File: src/rtl/btn_pkg.sv
// Shared definitions for the push-button conditioning slice.
//   db_state_t        : per-channel debounce FSM state (2-bit encoding)
//   EVT_ID_W          : width of the event index presented to the consumer
//   DEBOUNCE_CYC_DEF  : default stable-cycle count (10 ms at 100 MHz)
//   lowest_set()      : fixed-priority encoder, bit 0 has highest priority
package btn_pkg;

  localparam int unsigned EVT_ID_W         = 2;
  localparam int unsigned DEBOUNCE_CYC_DEF = 1000000;

  typedef enum logic [1:0] {
    IDLE    = 2'd0,
    ARM_P   = 2'd1,
    PRESSED = 2'd2,
    ARM_R   = 2'd3
  } db_state_t;

  // Index of the lowest set bit; 0 when the mask is empty.
  function automatic logic [EVT_ID_W-1:0] lowest_set(input logic [3:0] mask);
    logic found;
    lowest_set = '0;
    found      = 1'b0;
    for (int unsigned i = 0; i < 4; i++) begin
      if (mask[i] && !found) begin
        lowest_set = EVT_ID_W'(i);
        found      = 1'b1;
      end
    end
  endfunction

endpackage

File: src/rtl/btn_debounce_ch.sv
// One button channel: 2-FF synchroniser, counter-based debounce FSM,
// registered clean level and a one-cycle press pulse.
//   clk   : system clock
//   rst   : asynchronous, active-high reset
//   raw   : raw button input, asynchronous to clk, active-high
//   level : debounced level (1 in PRESSED / ARM_R)
//   press : one-cycle pulse on the ARM_P -> PRESSED transition
module btn_debounce_ch
  import btn_pkg::*;
#(
  parameter int unsigned DEBOUNCE_CYC = DEBOUNCE_CYC_DEF
) (
  input  logic clk,
  input  logic rst,
  input  logic raw,
  output logic level,
  output logic press
);

  localparam int unsigned CNT_W = (DEBOUNCE_CYC > 1) ? $clog2(DEBOUNCE_CYC) : 1;
  localparam logic [CNT_W-1:0] CNT_LAST = CNT_W'(DEBOUNCE_CYC - 1);

  logic [1:0]       sync_q;
  logic             s;
  db_state_t        state;
  db_state_t        state_n;
  logic [CNT_W-1:0] cnt;
  logic             arm_entry;
  logic             in_arm;

  assign s = sync_q[1];

  always_comb begin
    state_n = state;
    case (state)
      IDLE:    if (s) state_n = ARM_P;
      ARM_P:   if (!s) state_n = IDLE;
               else if (cnt == CNT_LAST) state_n = PRESSED;
      PRESSED: if (!s) state_n = ARM_R;
      ARM_R:   if (s) state_n = PRESSED;
               else if (cnt == CNT_LAST) state_n = IDLE;
      default: state_n = IDLE;
    endcase
  end

  assign in_arm    = (state == ARM_P) || (state == ARM_R);
  assign arm_entry = ((state_n == ARM_P) || (state_n == ARM_R)) && (state_n != state);

  always_ff @(posedge clk or posedge rst) begin
    if (rst) begin
      sync_q <= '0;
      state  <= IDLE;
      cnt    <= '0;
      level  <= 1'b0;
      press  <= 1'b0;
    end else begin
      sync_q <= {sync_q[0], raw};
      state  <= state_n;
      if (arm_entry)
        cnt <= '0;
      else if (in_arm)
        cnt <= cnt + CNT_W'(1);
      // Outputs are registered from the next state so they change on the
      // same edge that the FSM enters PRESSED / IDLE.
      level <= (state_n == PRESSED) || (state_n == ARM_R);
      press <= (state == ARM_P) && (state_n == PRESSED);
    end
  end

endmodule

File: src/rtl/btn_conditioner.sv
// Conditions raw push-buttons and queues press events for the consumer.
//   clk          : system clock (100 MHz)
//   rst          : asynchronous, active-high reset
//   btn_raw      : raw button inputs, async to clk, active-high
//   btn_level    : debounced levels
//   btn_press    : one-cycle pulse per accepted press
//   evt_valid    : a press event is pending
//   evt_id       : index of the presented event (lowest pending wins)
//   evt_ready    : consumer accepts when evt_valid & evt_ready at clk rise
//   evt_overflow : sticky, a press was lost because it was already pending
//   ovf_clr      : clears evt_overflow (a simultaneous new overflow wins)
module btn_conditioner
  import btn_pkg::*;
#(
  parameter int unsigned N_BTN        = 3,
  parameter int unsigned DEBOUNCE_CYC = DEBOUNCE_CYC_DEF
) (
  input  logic                clk,
  input  logic                rst,
  input  logic [N_BTN-1:0]    btn_raw,
  output logic [N_BTN-1:0]    btn_level,
  output logic [N_BTN-1:0]    btn_press,
  output logic                evt_valid,
  output logic [EVT_ID_W-1:0] evt_id,
  input  logic                evt_ready,
  output logic                evt_overflow,
  input  logic                ovf_clr
);

  logic [N_BTN-1:0] pending;
  logic [N_BTN-1:0] pending_n;
  logic [3:0]       mask4;
  logic             accept;
  logic             ovf_set;

  for (genvar g = 0; g < N_BTN; g++) begin : g_ch
    btn_debounce_ch #(
      .DEBOUNCE_CYC(DEBOUNCE_CYC)
    ) u_ch (
      .clk  (clk),
      .rst  (rst),
      .raw  (btn_raw[g]),
      .level(btn_level[g]),
      .press(btn_press[g])
    );
  end

  always_comb begin
    mask4             = '0;
    mask4[N_BTN-1:0]  = pending;
  end

  assign evt_valid = |pending;
  assign evt_id    = lowest_set(mask4);
  assign accept    = evt_valid & evt_ready;

  // A press on a bit being accepted this cycle re-arms it instead of
  // counting as lost.
  always_comb begin
    logic clr;
    pending_n = pending;
    ovf_set   = 1'b0;
    clr       = 1'b0;
    for (int unsigned i = 0; i < N_BTN; i++) begin
      clr          = accept && (evt_id == EVT_ID_W'(i));
      pending_n[i] = btn_press[i] | (pending[i] & ~clr);
      if (btn_press[i] && pending[i] && !clr)
        ovf_set = 1'b1;
    end
  end

  always_ff @(posedge clk or posedge rst) begin
    if (rst) begin
      pending      <= '0;
      evt_overflow <= 1'b0;
    end else begin
      pending <= pending_n;
      if (ovf_set)
        evt_overflow <= 1'b1;
      else if (ovf_clr)
        evt_overflow <= 1'b0;
    end
  end

endmodule
File: config.mk
export PLATFORM = sky130hd
export DESIGN_NAME = btn_conditioner
export DESIGN_NICKNAME = d
export VERILOG_FILES = /design/src/rtl/btn_pkg.sv /design/src/rtl/btn_debounce_ch.sv /design/src/rtl/btn_conditioner.sv
export SDC_FILE = /design/constraint.sdc
export NUM_CORES = 1
export LEC_CHECK = 0
export ABC_AREA = 0
export CORE_MARGIN = 1
export CORE_UTILIZATION = 34
export DETAILED_ROUTE_END_ITERATION = 10
export GPL_TIMING_DRIVEN = 0
export MAX_ROUTING_LAYER = met4
export PLACE_DENSITY = 0.6
export SLEW_MARGIN = 10
export SYNTH_ARGS = -nofsm -noshare
export SYNTH_HDL_FRONTEND = slang
export SYNTH_SLANG_ARGS = --single-unit
export TNS_END_PERCENT = 5
File: constraint.sdc
create_clock -name clk -period 3.2 [get_ports clk]
set_input_delay 0.64 -clock clk [delete_from_list [all_inputs] [get_ports clk]]
set_output_delay 0.64 -clock clk [all_outputs]
set_load 0.03 [all_outputs]
**Word level (Yosys, flattened, before mapping)**

Index checks and enable logic that the tools add are counted.
W data, S select, Z words.

- Register bits: 82
- Bits of input ports: 7
- Output and inout bits: 10

- Add/subtract/negate cells: 3
- Equal/unequal tests: 26
- Muxes and demuxes: 36
- Bitwise logic cells: 10
- Reductions and logical operators: 40

Operators by type and width:

| operator | count |
|---|---|
| $mux W20 | 6 |
| $add A20 B1 Y20 const B | 3 |
| $eq A20 B20 Y1 const B | 3 |
| $mux W2 | 19 |
| $eq A2 B2 Y1 const B | 13 |
| $pmux W2 S4 | 3 |
| $logic_and A1 B1 Y1 | 17 |
| $eq A2 B1 Y1 const B | 7 |
| $logic_or A1 B1 Y1 | 9 |
| $logic_not A2 Y1 | 4 |
| $mux W1 | 8 |
| $reduce_bool A2 Y1 | 4 |
| $ne A2 B2 Y1 | 3 |
| $logic_not A1 Y1 | 5 |
| $and A1 B1 Y1 | 4 |
| $not A1 Y1 | 3 |
| $or A1 B1 Y1 | 3 |
| $reduce_or A3 Y1 | 1 |

**Longest topological paths before layout**

- Word-level depth: 15
- Gate-level depth with buffers: 6

**Cells and area by module**

A second synthesis with hierarchy kept.

- Cells, all modules: 361
- Area total of the unflattened synthesis: 3956.3 µm²

By module, submodules not included:

| module | instances | cells an instance | area each (µm²) | seq. area each (µm²) |
|---|---|---|---|---|
| btn_debounce_ch | 3 | 114 | 1253.7 | 625.6 |
| btn_conditioner | 1 | 19 | 195.2 | 100.1 |

**Least setup slack after synthesis**

No wires, ideal clock.

- Path kind: register to output
- From: register pending[1]
- To: output evt_id[1]
- Arrival: 1153 ps
- Data required time: 2560 ps
- Path slack: 1407 ps
- Cell stages (with the launch flop): 2
- Cell sequence: dfrtp_1 nor3b_1

- Word-level cells in the longest chain between the ends: 5

RTL lines:

| what | line | source |
|---|---|---|
| start: declaration | btn_conditioner.sv:30 | `logic [N_BTN-1:0] pending;` |
| start signal: assignment | btn_conditioner.sv:77 | `pending <= pending_n;` |
| $logic_and A1 B1 Y1 | btn_pkg.sv:24 | `if (mask[i] && !found) begin` |
| $mux W1 | btn_pkg.sv:24 |  |
| $logic_not A1 Y1 | btn_pkg.sv:24 |  |
| $logic_and A1 B1 Y1 | btn_pkg.sv:24 |  |
| $mux W2 | btn_pkg.sv:24 |  |
| end: declaration | btn_conditioner.sv:24 | `output logic [EVT_ID_W-1:0] evt_id,` |

No other way between the ends.

**Final worst setup path**

- From: register pending[0]
- To: output evt_id[1]

- Word-level cells in the longest chain between the ends: 7

RTL lines:

| what | line |
|---|---|
| $mux W1 * | btn_pkg.sv:24 |
| $logic_not A1 Y1 | btn_pkg.sv:24 |
| $logic_and A1 B1 Y1 | btn_pkg.sv:24 |
| $mux W1 * | btn_pkg.sv:24 |
| $logic_not A1 Y1 * | btn_pkg.sv:24 |
| $logic_and A1 B1 Y1 * | btn_pkg.sv:24 |
| $mux W2 * | btn_pkg.sv:24 |

Mark *: on every way between the ends. The rest lies on a longest branch, timed or not.

==> results by group <==
Yosys
  • Net Count, Synth: 378
  • Synth area leaders: dfrtp_1 52%, mux2i_1 6.4%, nand2_1 5.5%
  • Synth Register Bits: 81
  • Predominant post-synthesis flop cell: dfrtp_1
  • Post-synthesis async set-or-reset flop share: 1.00
  • Avg Inst Size Synth: 10.6 um2
  • Cells after Synth: 368
  • Synthesized area: 0.00390 mm2
  • Sequential-to-total area share from yosys stat: 0.520
  • Area leader, netlist: dfrtp_1
  • Post-synth EDFFs: 0
  • Synth warn: 0
  • Synth cell types: 51
  • Post-synth top area share: 0.520

Outcome
  • Status: finished, final reports clean

Layout
  • Fillers: 1084
  • Layout cells sized above 1: 0.115
  • Storage element area: 0.00203 mm2
  • Synth-to-layout area growth: 17.7%
  • Finished Layout Cells: 541
  • Most common cell after layout, fill and taps aside: dfrtp_1
  • Multi-input gate area: 0.00176 mm2
  • ANT cells: 0
  • Final nets: 406
  • Commonest non-fill, non-tap cells in the layout: 81 x dfrtp_1, 57 x nand2_1, 30 x nand3_1, 25 x mux2i_1, 19 x o21ai_0

Global routing
  • Largest net degree at the start of global routing: 52
  • Initial antenna violation count: 0
  • Grt total ovfl: 0
  • First-pass GRT wire length: 12900 um
  • Number of global-route vias before repair: 2684
  • All-Layer GR Usage: 0.148

Pwr
  • Static leakage power: between 2 and 2.5 nW
  • Peak supply drop: 0.282 mV
  • Total power: 2.32 mW
  • PwrDens: 504 mW/mm2

Timing
  • Unrepaired setup endpoints after global routing: false
  • Final setup fails: 0
  • Final Hold Fails: 0
  • Max-slew headroom: 0.656
  • Clk_skew: 0.00627 ns
  • Final period util: 0.770
  • Min cycle time layout: ~2.5 ns
  • Final setup margin: about 0.74 ns
  • Max frequency: 0.406 GHz
  • Worst-margin pin slew: 0.512 ns
  • Slew Limit Fails: 0

Place
  • # placed instances: 525
  • Detail Placement HPWL: 5310 um
  • Weighted congestion at the end of routability-driven global placement: 0.782
  • I/O Buffers: 16
  • Pre-CTS WS: 1.03 ns

CTS
  • Skew-Pair Late Insertion Delay: between 0.3 and 0.4 ns
  • CTS tree: built
  • CTS sink cnt: 81
  • Clk buf depth: 2
  • Clock-pin slew on the worst setup and hold paths: 0.06 ns
  • H-tree depth: 3
  • # Post-CTS Setup Buffers: 0
  • # hold bufs at CTS: 0
  • Num CTS Buffers: 9
  • Post_cts resized: 0
  • CTS Root Cell: clkbuf_16

Worst setup path
  • R2R Path End: g_ch[1].u_ch.level
  • Reg2reg setup slack: roughly 1.4 ns
  • Crit path kind: reg2out
  • Setup crit start kind: register
  • Reg-to-reg startpoint: g_ch[1].u_ch.cnt[1]
  • R2R cell count: 5
  • Arr. time, crit path: roughly 1.8 ns
  • Max Fanout on Critical Path: 7
  • Critical Path End Type: primary output
  • Critical Path RT: 2.56 ns

Die
  • Die footprint: 0.0119 mm2
  • Core ar.: about 0.011 mm2
  • Die width: about 110 um
  • Top-Level Pins: 17
  • Die Ht: 109 um
  • Starting density of the core: 0.354
  • Row count: 38

Drt
  • DRC: 0
  • Routed WL: 7580 um
  • Pre-antenna DRT Iters: 4
  • WL/cell: 14.0 um
  • DRT iter0 DRCs: 137
  • Routed vias/inst: 5.26
  • Post-DRT Antenna Nets: 0
  • Vias: 2845

Hold path
  • Hold Path End: g_ch[0].u_ch.sync_q[1]
  • Hold depth: 0
  • HP Class: reg2reg
  • Hold Crit Start: g_ch[0].u_ch.sync_q[0]

Run
  • Max-cap violations: 0
## routing by layer
metal,global-route usage,vias up,wire length [um]
met3,0.0412,8,248
met2,0.221,40,3560
met5,-,-,0
met1,0.189,1401,3630
li1,-,1396,-
met4,0.0608,0,129
## where the power goes
| part | total (mW) | leakage, nW | internal (mW) | switching, mW |
|---|---|---|---|---|
| clock network | 1.12 | 0.157 | 0.727 | 0.388 |
| logic | 0.108 | 0.827 | 0.0458 | 0.0627 |
| registers | 1.09 | 1.10 | 1.05 | 0.0362 |
## sequential cells by signal, indices dropped and copies added, names as in the netlist
| signal | flops |
|---|---|
| g_ch.u_ch.sync_q | 6 |
| pending | 3 |
| g_ch.u_ch.cnt | 60 |
| g_ch.u_ch.press | 3 |
| g_ch.u_ch.state | 5 |
| g_ch.u_ch.level | 3 |
| evt_overflow | 1 |
## critical path, stage by stage, from the launching register on
cell and delay, ns:
dfrtp_1 0.43, nor3b_1 0.32, clkdlybuf4s50_1 0.74
## final cells by class
type / instances / share of cell area
Tap cell: 140 / 0.0382
Inverter: 10 / 0.00872
Clock buffer: 14 / 0.0575
Buffer: 13 / 0.0177
Sequential cell: 81 / 0.442
Multi-Input combinational cell: 264 / 0.382
Timing Repair Buffer: 17 / 0.0409
Clock inverter: 2 / 0.0131
## cells in the mapped netlist (4+ instances only)
cell type / n
dfrtp_1: 81
nand2_1: 57
nand3_1: 30
mux2i_1: 25
o21ai_0: 19
nand4_1: 15
inv_1: 10
nor2_1: 10
o211ai_1: 9
o31ai_1: 9
xnor2_1: 9
and3_1: 8
buf_4: 8
mux2_2: 6
nor3_1: 5
nor4_1: 5
and4_1: 4
## through the flow
| step | utilization | hold WS [ns] | instance area [um2] | setup TNS (ns) |
|---|---|---|---|---|
| floorplan | - | 0.331 | 3900 | 0 |
| global placement | 0.384 | 0.332 | 4240 | -77.43 |
| detailed placement | 0.387 | 0.336 | 4270 | 0 |
| CTS | 0.416 | 0.349 | 4590 | 0 |
| global route | 0.416 | 0.361 | 4590 | 0 |
| finish | 0.416 | 0.348 | 4590 | 0 |
## logic make-up after synthesis
family / synth area share
XOR/XNOR: 0.0269
adder cells (fa/ha/maj): 0.00962
AND/OR/NAND/NOR: 0.249
multiplexers: 0.0815
AO/OA/AOI/OAI: 0.0831
flip-flops: 0.520
buffers and inverters: 0.0305
## how the worst max path moves through the flow
stage                     startpoint                   to  slack (ns)  cells past startpoint
after detailed placement  pending[0]            evt_id[1]        1.03                      2
final                     pending[0]            evt_id[1]        0.74                      2
after CTS                 pending[0]            evt_id[1]        0.65                      2
after global routing      pending[0]            evt_id[1]        0.60                      2
after floorplan                  rst         evt_overflow        0.48                      1
after global placement           rst  g_ch[0].u_ch.cnt[3]       -0.96                      2
Note: power is estimated with default switching activity, not from simulation.
